`src/rtl/lcd_bus_arbiter.sv`:
```
// Owner of the shared HD44780 character LCD bus: runs the power-up init sequence, then
// serialises client byte writes under round-robin arbitration with per-client locking.
module lcd_bus_arbiter #(
    parameter int unsigned NREQ           = 3,
    parameter int unsigned SETUP_CYC      = 5,
    parameter int unsigned EN_CYC         = 25,
    parameter int unsigned WAIT_SHORT_CYC = 2500,
    parameter int unsigned WAIT_LONG_CYC  = 100000,
    parameter int unsigned PWRUP_CYC      = 2500000,
    parameter int unsigned LOCK_TO_CYC    = 1000000
) (
    input  logic              clk,
    input  logic              rst,
    input  logic [NREQ-1:0]   req,
    input  logic [NREQ-1:0]   req_rs,
    input  logic [8*NREQ-1:0] req_data,
    input  logic [NREQ-1:0]   req_last,
    output logic [NREQ-1:0]   ack,
    output logic [NREQ-1:0]   grant,
    output logic              ready,
    output logic              lcd_rs,
    output logic              lcd_rw,
    output logic              lcd_en,
    output logic [7:0]        lcd_data
);

    localparam int unsigned IdxW   = (NREQ > 1) ? $clog2(NREQ) : 1;
    localparam int unsigned MaxA   = (PWRUP_CYC > WAIT_LONG_CYC) ? PWRUP_CYC : WAIT_LONG_CYC;
    localparam int unsigned MaxB   = (WAIT_SHORT_CYC > EN_CYC) ? WAIT_SHORT_CYC : EN_CYC;
    localparam int unsigned MaxC   = (MaxB > SETUP_CYC) ? MaxB : SETUP_CYC;
    localparam int unsigned MaxCyc = (MaxA > MaxC) ? MaxA : MaxC;
    localparam int unsigned CntW   = $clog2(MaxCyc + 1);
    localparam int unsigned ToW    = $clog2(LOCK_TO_CYC + 1);

    localparam logic [CntW-1:0] PwrupLast     = CntW'(PWRUP_CYC - 1);
    localparam logic [CntW-1:0] SetupLast     = CntW'(SETUP_CYC - 1);
    localparam logic [CntW-1:0] EnLast        = CntW'(EN_CYC - 1);
    localparam logic [CntW-1:0] WaitShortLast = CntW'(WAIT_SHORT_CYC - 1);
    localparam logic [CntW-1:0] WaitLongLast  = CntW'(WAIT_LONG_CYC - 1);
    localparam logic [ToW-1:0]  LockToLast    = ToW'(LOCK_TO_CYC - 1);
    localparam logic [IdxW-1:0] LastIdx       = IdxW'(NREQ - 1);

    typedef enum logic [2:0] {
        StPwrup, StInitSetup, StInitPulse, StInitWait, StIdle, StSetup, StPulse, StWait
    } state_e;

    state_e            state_q;
    logic [CntW-1:0]   cnt_q;
    logic [1:0]        init_idx_q;
    logic              lock_vld_q;
    logic [IdxW-1:0]   lock_idx_q;
    logic [ToW-1:0]    lock_cnt_q;
    logic [IdxW-1:0]   last_grant_q;
    logic [NREQ-1:0]   ack_q;
    logic [NREQ-1:0]   grant_q;
    logic              ready_q;
    logic              lcd_rs_q;
    logic              lcd_en_q;
    logic [7:0]        lcd_data_q;

    logic              win_vld;
    logic [IdxW-1:0]   win_idx;
    logic [NREQ-1:0]   win_oh;
    logic [31:0]       cand;
    logic              wait_long;
    logic [CntW-1:0]   wait_last;

    function automatic logic [7:0] init_cmd(input logic [1:0] idx);
        case (idx)
            2'd0:    init_cmd = 8'h38;
            2'd1:    init_cmd = 8'h0C;
            2'd2:    init_cmd = 8'h06;
            default: init_cmd = 8'h01;
        endcase
    endfunction

    always_comb begin
        win_vld = 1'b0;
        win_idx = '0;
        cand    = '0;
        if (lock_vld_q) begin
            win_vld = req[lock_idx_q];
            win_idx = lock_idx_q;
        end else begin
            // Scan downwards so the candidate nearest after last_grant is written last and wins.
            for (int k = int'(NREQ); k >= 1; k--) begin
                cand = (32'(last_grant_q) + unsigned'(k)) % NREQ;
                if (req[cand[IdxW-1:0]]) begin
                    win_vld = 1'b1;
                    win_idx = cand[IdxW-1:0];
                end
            end
        end
    end

    always_comb begin
        win_oh          = '0;
        win_oh[win_idx] = 1'b1;
    end

    // Clear display / return home need the long settle time.
    assign wait_long = !lcd_rs_q && (lcd_data_q[7:2] == 6'd0) && (lcd_data_q[1:0] != 2'd0);
    assign wait_last = wait_long ? WaitLongLast : WaitShortLast;

    always_ff @(posedge clk) begin
        if (rst) begin
            state_q      <= StPwrup;
            cnt_q        <= '0;
            init_idx_q   <= '0;
            lock_vld_q   <= 1'b0;
            lock_idx_q   <= '0;
            lock_cnt_q   <= '0;
            last_grant_q <= LastIdx;
            ack_q        <= '0;
            grant_q      <= '0;
            ready_q      <= 1'b0;
            lcd_rs_q     <= 1'b0;
            lcd_en_q     <= 1'b0;
            lcd_data_q   <= '0;
        end else begin
            ack_q <= '0;
            cnt_q <= cnt_q + 1'b1;
            unique case (state_q)
                StPwrup: begin
                    if (cnt_q == PwrupLast) begin
                        cnt_q      <= '0;
                        init_idx_q <= '0;
                        lcd_rs_q   <= 1'b0;
                        lcd_data_q <= init_cmd(2'd0);
                        state_q    <= StInitSetup;
                    end
                end
                StInitSetup, StSetup: begin
                    if (cnt_q == SetupLast) begin
                        cnt_q    <= '0;
                        lcd_en_q <= 1'b1;
                        state_q  <= (state_q == StSetup) ? StPulse : StInitPulse;
                    end
                end
                StInitPulse, StPulse: begin
                    if (cnt_q == EnLast) begin
                        cnt_q    <= '0;
                        lcd_en_q <= 1'b0;
                        state_q  <= (state_q == StPulse) ? StWait : StInitWait;
                    end
                end
                StInitWait: begin
                    if (cnt_q == wait_last) begin
                        cnt_q <= '0;
                        if (init_idx_q == 2'd3) begin
                            ready_q <= 1'b1;
                            state_q <= StIdle;
                        end else begin
                            init_idx_q <= init_idx_q + 2'd1;
                            lcd_data_q <= init_cmd(init_idx_q + 2'd1);
                            state_q    <= StInitSetup;
                        end
                    end
                end
                StWait: begin
                    if (cnt_q == wait_last) begin
                        cnt_q   <= '0;
                        state_q <= StIdle;
                    end
                end
                StIdle: begin
                    cnt_q <= '0;
                    if (win_vld) begin
                        ack_q        <= win_oh;
                        lcd_rs_q     <= req_rs[win_idx];
                        lcd_data_q   <= req_data[8*win_idx +: 8];
                        last_grant_q <= win_idx;
                        lock_cnt_q   <= '0;
                        state_q      <= StSetup;
                        if (req_last[win_idx]) begin
                            lock_vld_q <= 1'b0;
                            grant_q    <= '0;
                        end else begin
                            lock_vld_q <= 1'b1;
                            lock_idx_q <= win_idx;
                            grant_q    <= win_oh;
                        end
                    end else if (lock_vld_q) begin
                        // Owner went quiet mid-transaction; release after the timeout.
                        if (lock_cnt_q == LockToLast) begin
                            lock_vld_q <= 1'b0;
                            grant_q    <= '0;
                            lock_cnt_q <= '0;
                        end else begin
                            lock_cnt_q <= lock_cnt_q + 1'b1;
                        end
                    end
                end
            endcase
        end
    end

    assign ack      = ack_q;
    assign grant    = grant_q;
    assign ready    = ready_q;
    assign lcd_rs   = lcd_rs_q;
    assign lcd_rw   = 1'b0;
    assign lcd_en   = lcd_en_q;
    assign lcd_data = lcd_data_q;

endmodule

```
`config.mk`:
```
export PLATFORM = sky130hd
export DESIGN_NAME = lcd_bus_arbiter
export DESIGN_NICKNAME = d
export VERILOG_FILES = /design/src/rtl/lcd_bus_arbiter.sv
export SDC_FILE = /design/constraint.sdc
export NUM_CORES = 1
export LEC_CHECK = 0
export ABC_AREA = 1
export BUFFER_PORTS_ARGS = -buffer_cell sky130_fd_sc_hd__buf_2
export CELL_PAD_IN_SITES_DETAIL_PLACEMENT = 0
export CELL_PAD_IN_SITES_GLOBAL_PLACEMENT = 2
export CORE_UTILIZATION = 28
export CTS_BUF_LIST = sky130_fd_sc_hd__clkbuf_8 sky130_fd_sc_hd__clkbuf_16
export CTS_CLUSTER_SIZE = 30
export DETAILED_ROUTE_END_ITERATION = 8
export GPL_ROUTABILITY_DRIVEN = 1
export GPL_TIMING_DRIVEN = 0
export PLACE_DENSITY_LB_ADDON = 0.1
export SLEW_MARGIN = 30
export SYNTH_ARGS = -nofsm -noshare
export SYNTH_HDL_FRONTEND = slang
export SYNTH_SLANG_ARGS = --single-unit
```
`constraint.sdc`:
```
create_clock -name clk -period 1.8 [get_ports clk]
set_input_delay 0 -clock clk [delete_from_list [all_inputs] [get_ports clk]]
set_output_delay 0 -clock clk [all_outputs]
set_load 0.01 [all_outputs]
```
# == Yosys cells after proc, flatten, opt, wreduce, memory -nomap -nowiden ==
# Index checks and enable logic that the tools add are counted.
# word_totals
regBits,69
output_inout_bits,18
# classes
add_sub_neg,6
div,3
order_cmp,6
eq_ne,22
n_shift,1
n_mux,65
bitwise,3
reduce_logical,28
# ops
cell,count
case mux 22 bit (5 select lines),1
modulo 32 x 2 -> 32 bit (second input constant),3
two-way mux 22 bit,4
two-way mux 20 bit,3
two-way mux 3 bit,13
two-way mux 8 bit,4
case mux 8 bit (3 select lines),1
variable part select 24 x 6 -> 8 bit,1
adder 22 x 1 -> 22 bit (second input constant),1
equality test 22 x 17 -> 1 bit,1
equality test 22 bit (second input constant),1
equality test 22 x 3 -> 1 bit (second input constant),1
equality test 22 x 5 -> 1 bit (second input constant),1
adder 20 x 1 -> 20 bit (second input constant),1
equality test 20 bit (second input constant),1
two-way mux 1 bit,19
case mux 3 bit (6 select lines),1
case mux 6 bit (3 select lines),1
two-way mux 17 bit,1
< comparator 2 x 3 -> 1 bit (second input constant),5
AND reduction 3 bit,5
two-way mux 2 bit,7
inequality test 2 bit (second input constant),7
binary-select mux 1 bit (select 2 bit),6
26 further kinds,45

# == Longest topological paths before layout ==
# Gate-level depths: netlist (run 1).
# logic_depth
depth_word,14
ltp_mapped,17
mapped_depth_nobuf,17

# == Least setup slack after synthesis (run 1) ==
# No wires, ideal clock.
# synth_path
path_kind,register -> register
start,register last_grant_q[0]
end,register lock_idx_q[0]
t_arrival_ns,1.792
path_slack_ns,-0.107
path_stages_with_launch,17
path_buffers,0
period_less_slack_ns,1.907
cell_sequence,dfxtp_1 > inv_1 > ha_1 > inv_2 > nand2_1 > nand2_1 > nand3_1 > nand2_1 > inv_1 > nand2_4 > nand2_4 > nand3_1 > nand2_1 > nor2_2 > nand3_1 > nand2_1 > nor2_1
# synth_via
elab_chain_cells,12
word_cells_on_any_way,24
cone_classes,add/sub: 3; div: 3; mux: 16; bitwise: 1; reduce/logical: 1
# synth_lines
item,line_no,text
from (decl),53,logic [IdxW-1:0] last_grant_q;
from (signal assigned),113,last_grant_q <= LastIdx;
from (signal assigned),172,last_grant_q <= win_idx;
adder 2 x 2 -> 3 bit,87,cand = (32'(last_grant_q) + unsigned'(k)) % NREQ;
modulo 32 x 2 -> 32 bit,87,
binary-select mux 1 bit (select 2 bit),88,if (req[cand[IdxW-1:0]]) begin
two-way mux 1 bit (implied by the code),88,
two-way mux 2 bit (3 in series),88,
two-way mux 2 bit,81,if (lock_vld_q) begin
binary-select mux 1 bit (select 2 bit),175,if (req_last[win_idx]) begin
two-way mux 1 bit (implied by the code),175,
inverter 1 bit (no source line),n/a,
AND reduction 3 bit (no source line),n/a,
to (signal assigned),180,lock_idx_q <= win_idx;
to (decl),51,logic [IdxW-1:0] lock_idx_q;
# Several ways; a longest one is shown, not always the timed one. The select of a mux whose other input is x is not followed.
# A chain may end at the register's enable or synchronous reset.

# == Worst setup path in the final report (run 1) ==
# layout_path
start,register last_grant_q[0]
end,register lock_cnt_q[8]
# layout_via
elab_chain_cells,10
word_cells_on_any_way,19
cone_classes,add/sub: 3; div: 3; mux: 11; reduce/logical: 2
# layout_lines
item,line_no,text
adder 2 x 2 -> 3 bit,87,
modulo 32 x 2 -> 32 bit,87,
binary-select mux 1 bit (select 2 bit),88,
two-way mux 1 bit (implied by the code),88,
two-way mux 1 bit (2 in series),88,
two-way mux 1 bit *,88,
two-way mux 1 bit *,81,
nonzero test 2 bit (no source line),n/a,
AND reduction 2 bit (no source line),n/a,
to (signal assigned),190,lock_cnt_q <= lock_cnt_q + 1'b1;
to (decl),52,logic [ToW-1:0] lock_cnt_q;
# Every way passes the cells marked *; elsewhere a longest branch is shown, timed or not. The select of a mux whose other input is x is not followed.

==> impl_metrics.json, run 1 <==
{
  "core_um2": 14600,
  "syn_to_final_growth_pct": 55.1,
  "rsz0062_at_grt": "yes",
  "die_w_um": 124,
  "synth_top_area_cell": "dfxtp_1",
  "clkLatencyLatePin_ns": 0.35,
  "synth-edff-count": 0,
  "slowest_stage": "dfxtp_4",
  "cts_max_path_buffers": 2,
  "drive_above_1_share_pct": 42.1,
  "fin_skew_ns": 0.0119,
  "cts_root_buf": "clkbuf_16",
  "cts_tree": "built",
  "finalWorstSetupSlack_ns": -0.310,
  "synth_area_um2": 4190,
  "antenna_cells": 0,
  "hold_class": "in -> reg",
  "synth_area_leaders": "dfxtp_1, nand2_1, nand3_1",
  "post-synth-top-count-cell": "nand2_1",
  "ys.flop_type": "dfxtp_1",
  "critical_path_required_ns": 2.06,
  "grt_pass1_wl_um": 21200,
  "max_freq_mhz": 474,
  "num_io_pins": 53,
  "critPathTopFamily": "simple AND/OR/NAND/NOR gates",
  "numCtsBuffers": 9,
  "grtUsageTotal_pct": 17.2,
  "cp-end-kind": "flop",
  "synth-async-reset-ratio_pct": 0,
  "final_nets": 822,
  "cpMostUsedCell": "nand2_4",
  "antenna_found_initial": 0,
  "place_hpwl_um": 9380,
  "hold_viol": 0,
  "violations": "negative setup slack",
  "dieArea_um2": 15400,
  "start_kind": "flop",
  "slowest_delay_ns": 0.38,
  "synthCells": 656,
  "synth_top_area_share_pct": 33.0,
  "ys_types": 35,
  "worstPathArrival_ns": 2.37,
  "first_pass_iters": 5,
  "status": "complete, but fails checks",
  "rows": 44,
  "slew_violations": 0,
  "p_per_area_nw_per_um2": 777,
  "irDropWorstVdd_mv": 0.434,
  "drt_wl_total_um": 13200,
  "crit_buf_inv": 4,
  "synth_common_cells": "nand2_1, inv_1, nor2_1",
  "p_leak_uw": 0.00280,
  "setup-tns-final_ns": -9.19,
  "ant_nets": 0,
  "synth-seq-area-share_pct": 33.0,
  "clk_pin_slew_ns": 0.06,
  "slew_headroom_pct": 53.7,
  "worst_pin_slew_ns": 0.694,
  "grt_pass1_vias": 4364,
  "cts_num_sinks": 69,
  "worstSetupPathType": "reg -> reg",
  "h-tree-depth": 3,
  "setup_viol": 42,
  "hold_ws_ns": 0.0227,
  "yosysWarnings": 0,
  "synth_seq_cells": 69,
  "grt_max_degree": 12,
  "avgViaCountPerCell": 4.72,
  "drt_first_iter_violations": 182,
  "pre_cts_ws_ns": -0.482,
  "crit_path_cell_trace": "inv_4, ha_4, inv_6, nand2_4, nand3_4, nand2_4, nand2_4, o21ai_4, buf_4, nand2_2, nand3_4, nand2_8, buf_4, nor3b_1",
  "num_vias": 4556,
  "syn_nets": 699,
  "fin_crit_sh_pct": 117,
  "io_buffer_count": 50,
  "crit_path_max_fanout": 5,
  "max_cap_violations": 0,
  "place_congestion": 0.756,
  "min_period_ns": 2.11,
  "drc": 0,
  "grt-ovfl-total": 0,
  "start_util_pct": 28.7,
  "dieHeight_um": 124,
  "wire_per_inst_um": 13.7,
  "syn_area_per_cell_um2": 6.38
}
worst register-to-register path, stage by stage (launching register included):
cell	delay (ns)
dfxtp_4	0.38
inv_4	0.04
ha_4	0.29
inv_6	0.05
nand2_4	0.06
nand3_4	0.09
nand2_4	0.09
nand2_4	0.07
o21ai_4	0.22
buf_4	0.15
nand2_2	0.06
nand3_4	0.10
nand2_8	0.10
buf_4	0.17
nor3b_1	0.16
routing by layer:
| layer | share of wire [%] | GRT usage, % | wire, um | up-vias |
|---|---|---|---|---|
| met3 | 3.7 | 3.48 | 487 | 11 |
| met2 | 47 | 27.2 | 6260 | 81 |
| li1 | - | - | - | 2345 |
| met1 | 47 | 22.4 | 6280 | 2119 |
| met4 | 1.6 | 7.58 | 216 | 0 |
| met5 | 0 | 0 | 0 | - |
sequential cells by signal, indices dropped and copies added, names as in the netlist, 2 cells and up:
| signal | cells |
|---|---|
| grant | 3 |
| init_idx_q | 2 |
| lock_cnt_q | 20 |
| lcd_data | 8 |
| ack | 3 |
| cnt_q | 22 |
| last_grant_q | 2 |
| state_q | 3 |
| lock_idx_q | 2 |
per-stage QoR:
stage                     instance area [um^2]  util, %  total power (uW)  instances
final                                     6490     44.5              5040        966
after global routing                      6490     44.5              5350        966
after CTS                                 5650     38.7              4690        936
after detailed placement                  4690     32.2              2550        890
after global placement                    4690     32.2              2550        890
after floorplan                           4210        -              2310        656
power breakdown:
part	internal, uW	switching (uW)	total (uW)
logic	726	841	1570
clock network	1090	684	1780
registers	1610	91.7	1700
cell type report:
| class | instances | area, um^2 |
|---|---|---|
| fillers | 1519 | 8090 |
| multi-input cells | 481 | 3180 |
| flip-flops and latches | 69 | 1430 |
| repair buffers | 112 | 868 |
| inverters | 95 | 397 |
| clock buffers | 10 | 239 |
| well taps | 184 | 230 |
| plain buffers | 10 | 92.6 |
| clock inverters | 4 | 50.0 |
| repair inverters | 1 | 7.51 |
final timing paths:
path / from / to / slack [ns] / cells past startpoint
worst max-delay path: last_grant_q[0] / lock_cnt_q[8] / -0.31 / 14
worst max register to register: last_grant_q[0] / lock_cnt_q[8] / -0.31 / 14
worst min-delay path: req_data[14] / lcd_data[6] / 0.02 / 5
worst min register to register: grant[1] / grant[1] / 0.45 / 2
cell usage in the layout, fill, tap and decap left out, types with 4 or more instances in the layout:
cell type,synthesis,layout
nand3b_1,4,4
nand3_1,68,47
nor2_4,2,28
nand2_4,2,16
a21oi_2,0,6
nand3_2,2,18
buf_2,7,51
o21ai_1,0,7
o21ai_0,21,8
a21oi_1,24,18
buf_6,1,17
nor3_1,23,11
nor3_2,2,10
xor2_2,0,4
nor2_1,86,55
buf_12,0,7
inv_4,0,5
nand2_1,162,132
nand4_1,19,19
nand3_4,0,5
dfxtp_2,0,6
inv_2,9,17
buf_4,2,39
o21ai_2,0,6
nand2_2,13,26
dfxtp_1,69,53
nor3_4,1,5
ha_1,8,4
nand2_8,0,4
inv_1,86,69
nor2_2,6,12
xor2_1,16,12
clkbuf_16,0,10
dfxtp_4,0,10
cell families (layout without fill, tap and decap cells):
| logic type | after synthesis | after routing | synth area share, % |
|---|---|---|---|
| other cells | 1 | 1 | 0.0895 |
| fa+ha+maj | 8 | 8 | 2.39 |
| simple gates | 401 | 403 | 43.7 |
| flops | 69 | 69 | 33.0 |
| compound gates | 52 | 52 | 7.05 |
| buf+inv | 108 | 232 | 10.2 |
| xor+xnor | 17 | 17 | 3.56 |
what timing repair did:
action | in CTS | in global routing
buffers inserted | 27 | 31
setup endpoints to repair | 67 | 65
hold endpoints to repair | 1 | 0
cloned | 3 | 2
resized for setup | 108 | 166
hold buffers | 3 | 0
pin swaps | 37 | 60
Note: power is estimated with default switching activity, not from simulation.
==> inputs of run 2 (changes only) <==
--- a/config.mk
+++ b/config.mk
@@ -10,8 +10,8 @@
 export CELL_PAD_IN_SITES_DETAIL_PLACEMENT = 0
 export CELL_PAD_IN_SITES_GLOBAL_PLACEMENT = 2
 export CORE_UTILIZATION = 28
-export CTS_BUF_LIST = sky130_fd_sc_hd__clkbuf_8 sky130_fd_sc_hd__clkbuf_16
-export CTS_CLUSTER_SIZE = 30
+export CTS_BUF_LIST = sky130_fd_sc_hd__clkbuf_16
+export CTS_CLUSTER_SIZE = 14
 export DETAILED_ROUTE_END_ITERATION = 8
 export GPL_ROUTABILITY_DRIVEN = 1
 export GPL_TIMING_DRIVEN = 0
==> run 2 against run 1 <==
Compared with the run above: the run ends with negative hold slack, negative setup slack left; combinational power decreased by 9.6%; clock power down 3%; global-route usage about the same; highest routed layer unchanged.
==> impl_metrics.json, run 2 (same netlist as run 1, synthesis figures left out) <==
{
  "status": "complete, but fails checks",
  "violations": "negative hold slack, negative setup slack",
  "first_pass_iters": 4,
  "slew_headroom_pct": 55.6,
  "hold_viol": 1,
  "hold-path-endpoint": "lcd_data[6]",
  "grt_pass1_wl_um": 21200,
  "antenna_found_initial": 0,
  "seqPwrFrac_pct": 35.2,
  "dieArea_um2": 15400,
  "syn_to_final_growth_pct": 52.9,
  "num_vias": 4574,
  "io_buffer_count": 50,
  "combPwrFrac_pct": 29.3,
  "finalWorstSetupSlack_ns": -0.293,
  "core_um2": 14600,
  "hold_ws_ns": -0.00749,
  "r2r_cells": 14,
  "fin_util_pct": 43.9,
  "fin_skew_ns": 0.0118,
  "power_uw": 4850,
  "critPathTopFamily": "simple AND/OR/NAND/NOR gates",
  "p_sw_uw": 1570,
  "max_freq_mhz": 478,
  "drt_first_iter_violations": 173,
  "drt_wl_total_um": 13200,
  "seqCellArea_um2": 1420,
  "crit_buf_inv": 4,
  "clockPowerShare_pct": 35.5,
  "mostFrequentLayoutCells": "nand2_1, inv_1, nor2_1, dfxtp_1, buf_2",
  "dieHeight_um": 124,
  "slew_violations": 0,
  "slowest_delay_ns": 0.37,
  "numCtsBuffers": 9,
  "place_hpwl_um": 9380,
  "die_w_um": 124,
  "grt-ovfl-total": 0,
  "start_kind": "flop",
  "hold_path_depth": 5,
  "final_nets": 825,
  "cts_tree": "built",
  "num-fill-cells": 1532,
  "rsz0062_at_grt": "yes",
  "critical_path_required_ns": 2.06,
  "grt_max_degree": 12,
  "max_cap_violations": 0,
  "worstPathArrival_ns": 2.36,
  "swShare_pct": 32.5,
  "clkLatencyLatePin_ns": 0.35,
  "num_io_pins": 53,
  "p_per_area_nw_per_um2": 757,
  "final_common_cell": "nand2_1",
  "grt_pass1_vias": 4364,
  "cts_num_sinks": 69,
  "place_inst": 890,
  "place_congestion": 0.756,
  "crit_path_max_fanout": 5,
  "drive_above_1_share_pct": 40.5,
  "crit_path_cell_trace": "inv_4, ha_4, inv_6, nand2_4, nand3_4, nand2_4, nand2_4, o21ai_4, buf_6, nand2_4, nand3_4, nand2_8, buf_4, a211oi_2",
  "ant_nets": 0,
  "cpMostUsedCell": "nand2_4",
  "largest_reg_flops": 22,
  "irDropWorstVdd_mv": 0.431,
  "multi_input_area_um2": 3080,
  "setup_viol": 46,
  "worst_pin_slew_ns": 0.666,
  "slowest_stage": "dfxtp_4",
  "worst_r2r_endpoint": "lock_cnt_q[9]",
  "clk_pin_slew_ns": 0.06,
  "cts_root_buf": "clkbuf_16",
  "p_leak_uw": 0.00284,
  "final_cell_count_no_fill": 969,
  "grtUsageTotal_pct": 17.2,
  "avgViaCountPerCell": 4.72,
  "cts_max_path_buffers": 2,
  "wire_per_inst_um": 13.7,
  "fin_crit_sh_pct": 116,
  "top_register": "cnt_q",
  "worstSetupPathType": "reg -> reg",
  "h-tree-depth": 3,
  "antenna_cells": 0,
  "r2r_setup_slack_ns": -0.29,
  "cp-end-kind": "flop",
  "drc": 0,
  "start_util_pct": 28.7,
  "rows": 44,
  "hold_start": "req_data[14]",
  "hold_class": "in -> reg",
  "r2r_start": "last_grant_q[0]",
  "setup-tns-final_ns": -8.71,
  "internal_power_uw": 3270,
  "min_period_ns": 2.09
}
run 2: cell count changes in the layout (fill, tap and decap cells not counted), sizes merged:
cell	before	now
clkinv	1	3
buf	115	117
clkbuf	14	13
run 2: worst min-delay path, stage by stage:
cell and delay (ns):
buf_2 0.08, nand2_1 0.05, nand3_2 0.06, nand2_2 0.06, nand2_1 0.05
run 2: area by class of cell:
cell class	instances	share of cell area (%)
Multi-Input combinational cell	481	48.2
Sequential cell	69	22.2
Timing Repair Buffer	113	13.7
Inverter	95	6.27
Tap cell	184	3.59
Clock buffer	9	3.52
Buffer	11	1.45
Clock inverter	5	0.840
Timing Repair inverter	2	0.293
run 2: what timing repair did:
action	in CTS	in global routing
setup buffers	29	33
endpoints found under the hold margin	1	0
endpoints found under the setup margin	67	65
hold buffers	3	0
gates cloned	3	3
pin swaps	39	57
gates resized for setup	109	148
run 2: routing by layer:
layer	global-route usage, %	wire length (um)	part of all wire, %	vias to the layer above
met2	27.2	6220	47	82
li1	-	-	-	2357
met3	4.12	525	4.0	11
met4	6.45	188	1.4	0
met5	0	0	0	-
met1	22.4	6310	48	2124
run 2: power by group through the flow:
stage               clock network (uW)  logic, uW  registers [uW]
floorplan                            0        606            1710
global placement                     0        834            1710
detailed placement                   0        836            1710
CTS                               1780       1170            1700
global route                      1860       1580            1710
finish                            1720       1420            1700
run 2: how the worst max path moves through the flow:
stage	slack [ns]	cells past startpoint	end	start
global placement	-0.47	13	lcd_data[5]	last_grant_q[1]
floorplan	-0.03	16	lcd_data[3]	last_grant_q[0]
global route	-0.38	17	lcd_data[1]	last_grant_q[0]
CTS	-0.30	16	lcd_data[3]	last_grant_q[0]
detailed placement	-0.48	13	lcd_data[5]	last_grant_q[1]
finish	-0.29	14	lock_cnt_q[9]	last_grant_q[0]
run 2: per-stage QoR:
step / setup WS, ns / hold slack [ns] / area [um^2]
3_5_place_dp: -0.482 / 0.211 / 4690
3_3_place_gp: -0.474 / 0.209 / 4690
6_report: -0.293 / -0.00749 / 6400
4_1_cts: -0.295 / 0.0214 / 5660
2_1_floorplan: -0.0329 / 0.113 / 4210
5_1_grt: -0.383 / 0.0292 / 6400
==> inputs of run 3 (changes only) <==
--- a/config.mk
+++ b/config.mk
@@ -9,13 +9,14 @@
 export BUFFER_PORTS_ARGS = -buffer_cell sky130_fd_sc_hd__buf_2
 export CELL_PAD_IN_SITES_DETAIL_PLACEMENT = 0
 export CELL_PAD_IN_SITES_GLOBAL_PLACEMENT = 2
-export CORE_UTILIZATION = 28
+export CORE_UTILIZATION = 34
 export CTS_BUF_LIST = sky130_fd_sc_hd__clkbuf_16
 export CTS_CLUSTER_SIZE = 14
 export DETAILED_ROUTE_END_ITERATION = 8
 export GPL_ROUTABILITY_DRIVEN = 1
 export GPL_TIMING_DRIVEN = 0
 export PLACE_DENSITY_LB_ADDON = 0.1
+export SETUP_SLACK_MARGIN = 0.05
 export SLEW_MARGIN = 30
 export SYNTH_ARGS = -nofsm -noshare
 export SYNTH_HDL_FRONTEND = slang
==> constraint.sdc (replaced) <==
create_clock -name clk -period 2.5 [get_ports clk]
set_input_delay 0 -clock clk [delete_from_list [all_inputs] [get_ports clk]]
set_output_delay 0 -clock clk [all_outputs]
set_load 0.01 [all_outputs]
==> run 3 against run 2 <==
Compared with the run above: the flow now finishes without violations; global-route usage is 1.9 points higher; wire length is 15% lower; critical path depth is 1 higher; cell count is 9.9% lower; core utilization is 2.3 points lower; fmax is 7.5% lower; critical path type unchanged; sequential share of layout area is 5.5 points higher; clock skew is 0.0065 ns lower; register-to-register slack better by 0.53 ns; final area is 22% lower; clock power is 20% lower.
==> impl_metrics.json, run 3 (same netlist as run 1, synthesis figures left out) <==
{
  "cp-end-kind": "flop",
  "mostFrequentLayoutCells": "nand2_1, inv_1, nor2_1, dfxtp_1, nand3_1",
  "num-fill-cells": 1301,
  "drt_first_iter_violations": 163,
  "grtUsageTotal_pct": 19.1,
  "placed_area_um2": 4620,
  "combPwrFrac_pct": 18.6,
  "design_area_um2": 5000,
  "syn_to_final_growth_pct": 19.4,
  "place_congestion": 0.816,
  "critical_path_required_ns": 2.76,
  "slowest_stage": "dfxtp_1",
  "crit_path_cell_trace": "inv_1, ha_4, inv_2, nand2_1, nand2_1, nand2_2, nand2_2, o21ai_4, nand2_2, nand2_1, nand2_2, nand2_2, buf_6, a21oi_1, a21oi_1",
  "cts_root_buf": "clkbuf_16",
  "hold_start": "req_data[23]",
  "slowest_delay_ns": 0.37,
  "final_nets": 764,
  "drive_above_1_share_pct": 16.7,
  "p_sw_uw": 945,
  "hold_path_depth": 5,
  "cts_num_sinks": 69,
  "antenna_cells": 0,
  "dieArea_um2": 12800,
  "critPathTopFamily": "simple AND/OR/NAND/NOR gates",
  "worstSetupPathType": "reg -> reg",
  "pre_cts_ws_ns": 0.140,
  "hold_class": "in -> reg",
  "place_hpwl_um": 8810,
  "seqCellArea_um2": 1380,
  "cpMostUsedCell": "nand2_2",
  "setup_viol": 0,
  "io_buffer_count": 50,
  "max_freq_mhz": 442,
  "crit_buf_inv": 3,
  "worst_r2r_endpoint": "lcd_data[5]",
  "hold_viol": 0,
  "fin_skew_ns": 0.00527,
  "clockPowerShare_pct": 43.3,
  "p_per_area_nw_per_um2": 635,
  "cts_max_path_buffers": 2,
  "start_kind": "flop",
  "min_period_ns": 2.26,
  "die_w_um": 113,
  "swShare_pct": 29.7,
  "irDropWorstVdd_mv": 0.312,
  "multi_input_area_um2": 2400,
  "dieHeight_um": 113,
  "fin_crit_sh_pct": 90.5,
  "antenna_found_initial": 0,
  "finalWorstSetupSlack_ns": 0.236,
  "avgViaCountPerCell": 4.78,
  "rows": 40,
  "ant_nets": 0,
  "grt_pass1_wl_um": 19300,
  "largest_reg_flops": 22,
  "r2r_start": "last_grant_q[0]",
  "numCtsBuffers": 9,
  "r2r_cells": 15,
  "wire_per_inst_um": 12.9,
  "cts_tree": "built",
  "h-tree-depth": 3,
  "max_cap_violations": 0,
  "grt_pass1_vias": 4044,
  "worst_pin_slew_ns": 0.642,
  "num_io_pins": 53,
  "first_pass_iters": 4,
  "setup-tns-final_ns": 0,
  "hold-path-endpoint": "lcd_data[7]",
  "internal_power_uw": 2230,
  "crit_path_max_fanout": 10,
  "top_register": "cnt_q",
  "drc": 0,
  "clkLatencyLatePin_ns": 0.34,
  "final_common_cell": "nand2_1",
  "grt-ovfl-total": 0,
  "r2r_setup_slack_ns": 0.24,
  "p_leak_uw": 0.00231,
  "clk_pin_slew_ns": 0.06,
  "seqPwrFrac_pct": 38.1,
  "slew_violations": 0,
  "num_vias": 4176,
  "drt_wl_total_um": 11200,
  "rsz0062_at_grt": "no",
  "grt_max_degree": 13,
  "worstPathArrival_ns": 2.53,
  "slew_headroom_pct": 57.2,
  "start_util_pct": 34.9,
  "core_um2": 12000,
  "status": "complete, no violations"
}
## run 3: power by group through the flow
stage / clock network [uW] / registers (uW) / logic (uW)
detailed placement: 0 / 1230 / 590
CTS: 1420 / 1210 / 597
global route: 1460 / 1220 / 682
floorplan: 0 / 1230 / 434
finish: 1380 / 1210 / 590
global placement: 0 / 1230 / 590
## run 3: what timing repair did
action,in CTS,in global routing
setup endpoints to repair,0,17
hold buffers,3,0
resized for setup,0,4
endpoints found under the hold margin,1,0
buffers inserted,0,1
## run 3: worst max path at each step
| stage | cells past startpoint | to | slack, ns | startpoint |
|---|---|---|---|---|
| finish | 15 | lcd_data[5] | 0.24 | last_grant_q[0] |
| global route | 15 | lcd_data[5] | 0.05 | last_grant_q[0] |
| CTS | 15 | lcd_data[5] | 0.12 | last_grant_q[0] |
| detailed placement | 15 | lcd_data[5] | 0.14 | last_grant_q[0] |
| global placement | 15 | lcd_data[5] | 0.13 | last_grant_q[0] |
| floorplan | 16 | lock_idx_q[0] | 0.59 | last_grant_q[0] |
## run 3: worst min-delay path, delay by kind of cell
family,cells,cell delay (ns)
AND/OR/NAND/NOR,3,0.17
buffers and inverters,1,0.10
AO/OA/AOI/OAI,1,0.05
## run 3: per-stage QoR
step                      total power, uW  cells  hold slack (ns)  utilization (%)
final                                3180    873           0.0223             41.6
after detailed placement             1820    853            0.236             38.5
after CTS                            3220    872           0.0165             41.4
after global routing                 3360    873           0.0544             41.6
after floorplan                      1660    656            0.113                -
after global placement               1820    853            0.231             38.5
## run 3: layer usage
metal | wire, um | global-route usage [%]
met4 | 175 | 6.49
met2 | 5000 | 30.8
met3 | 474 | 4.23
met5 | 0 | 0
met1 | 5580 | 25.2
## run 3: cell type report
type,count,area share (%)
plain buffers,13,1.45
repair buffers,54,5.76
flip-flops and latches,69,27.6
inverters,95,7.13
clock buffers,9,4.50
multi-input cells,479,48.0
well taps,147,3.68
clock inverters,7,1.80
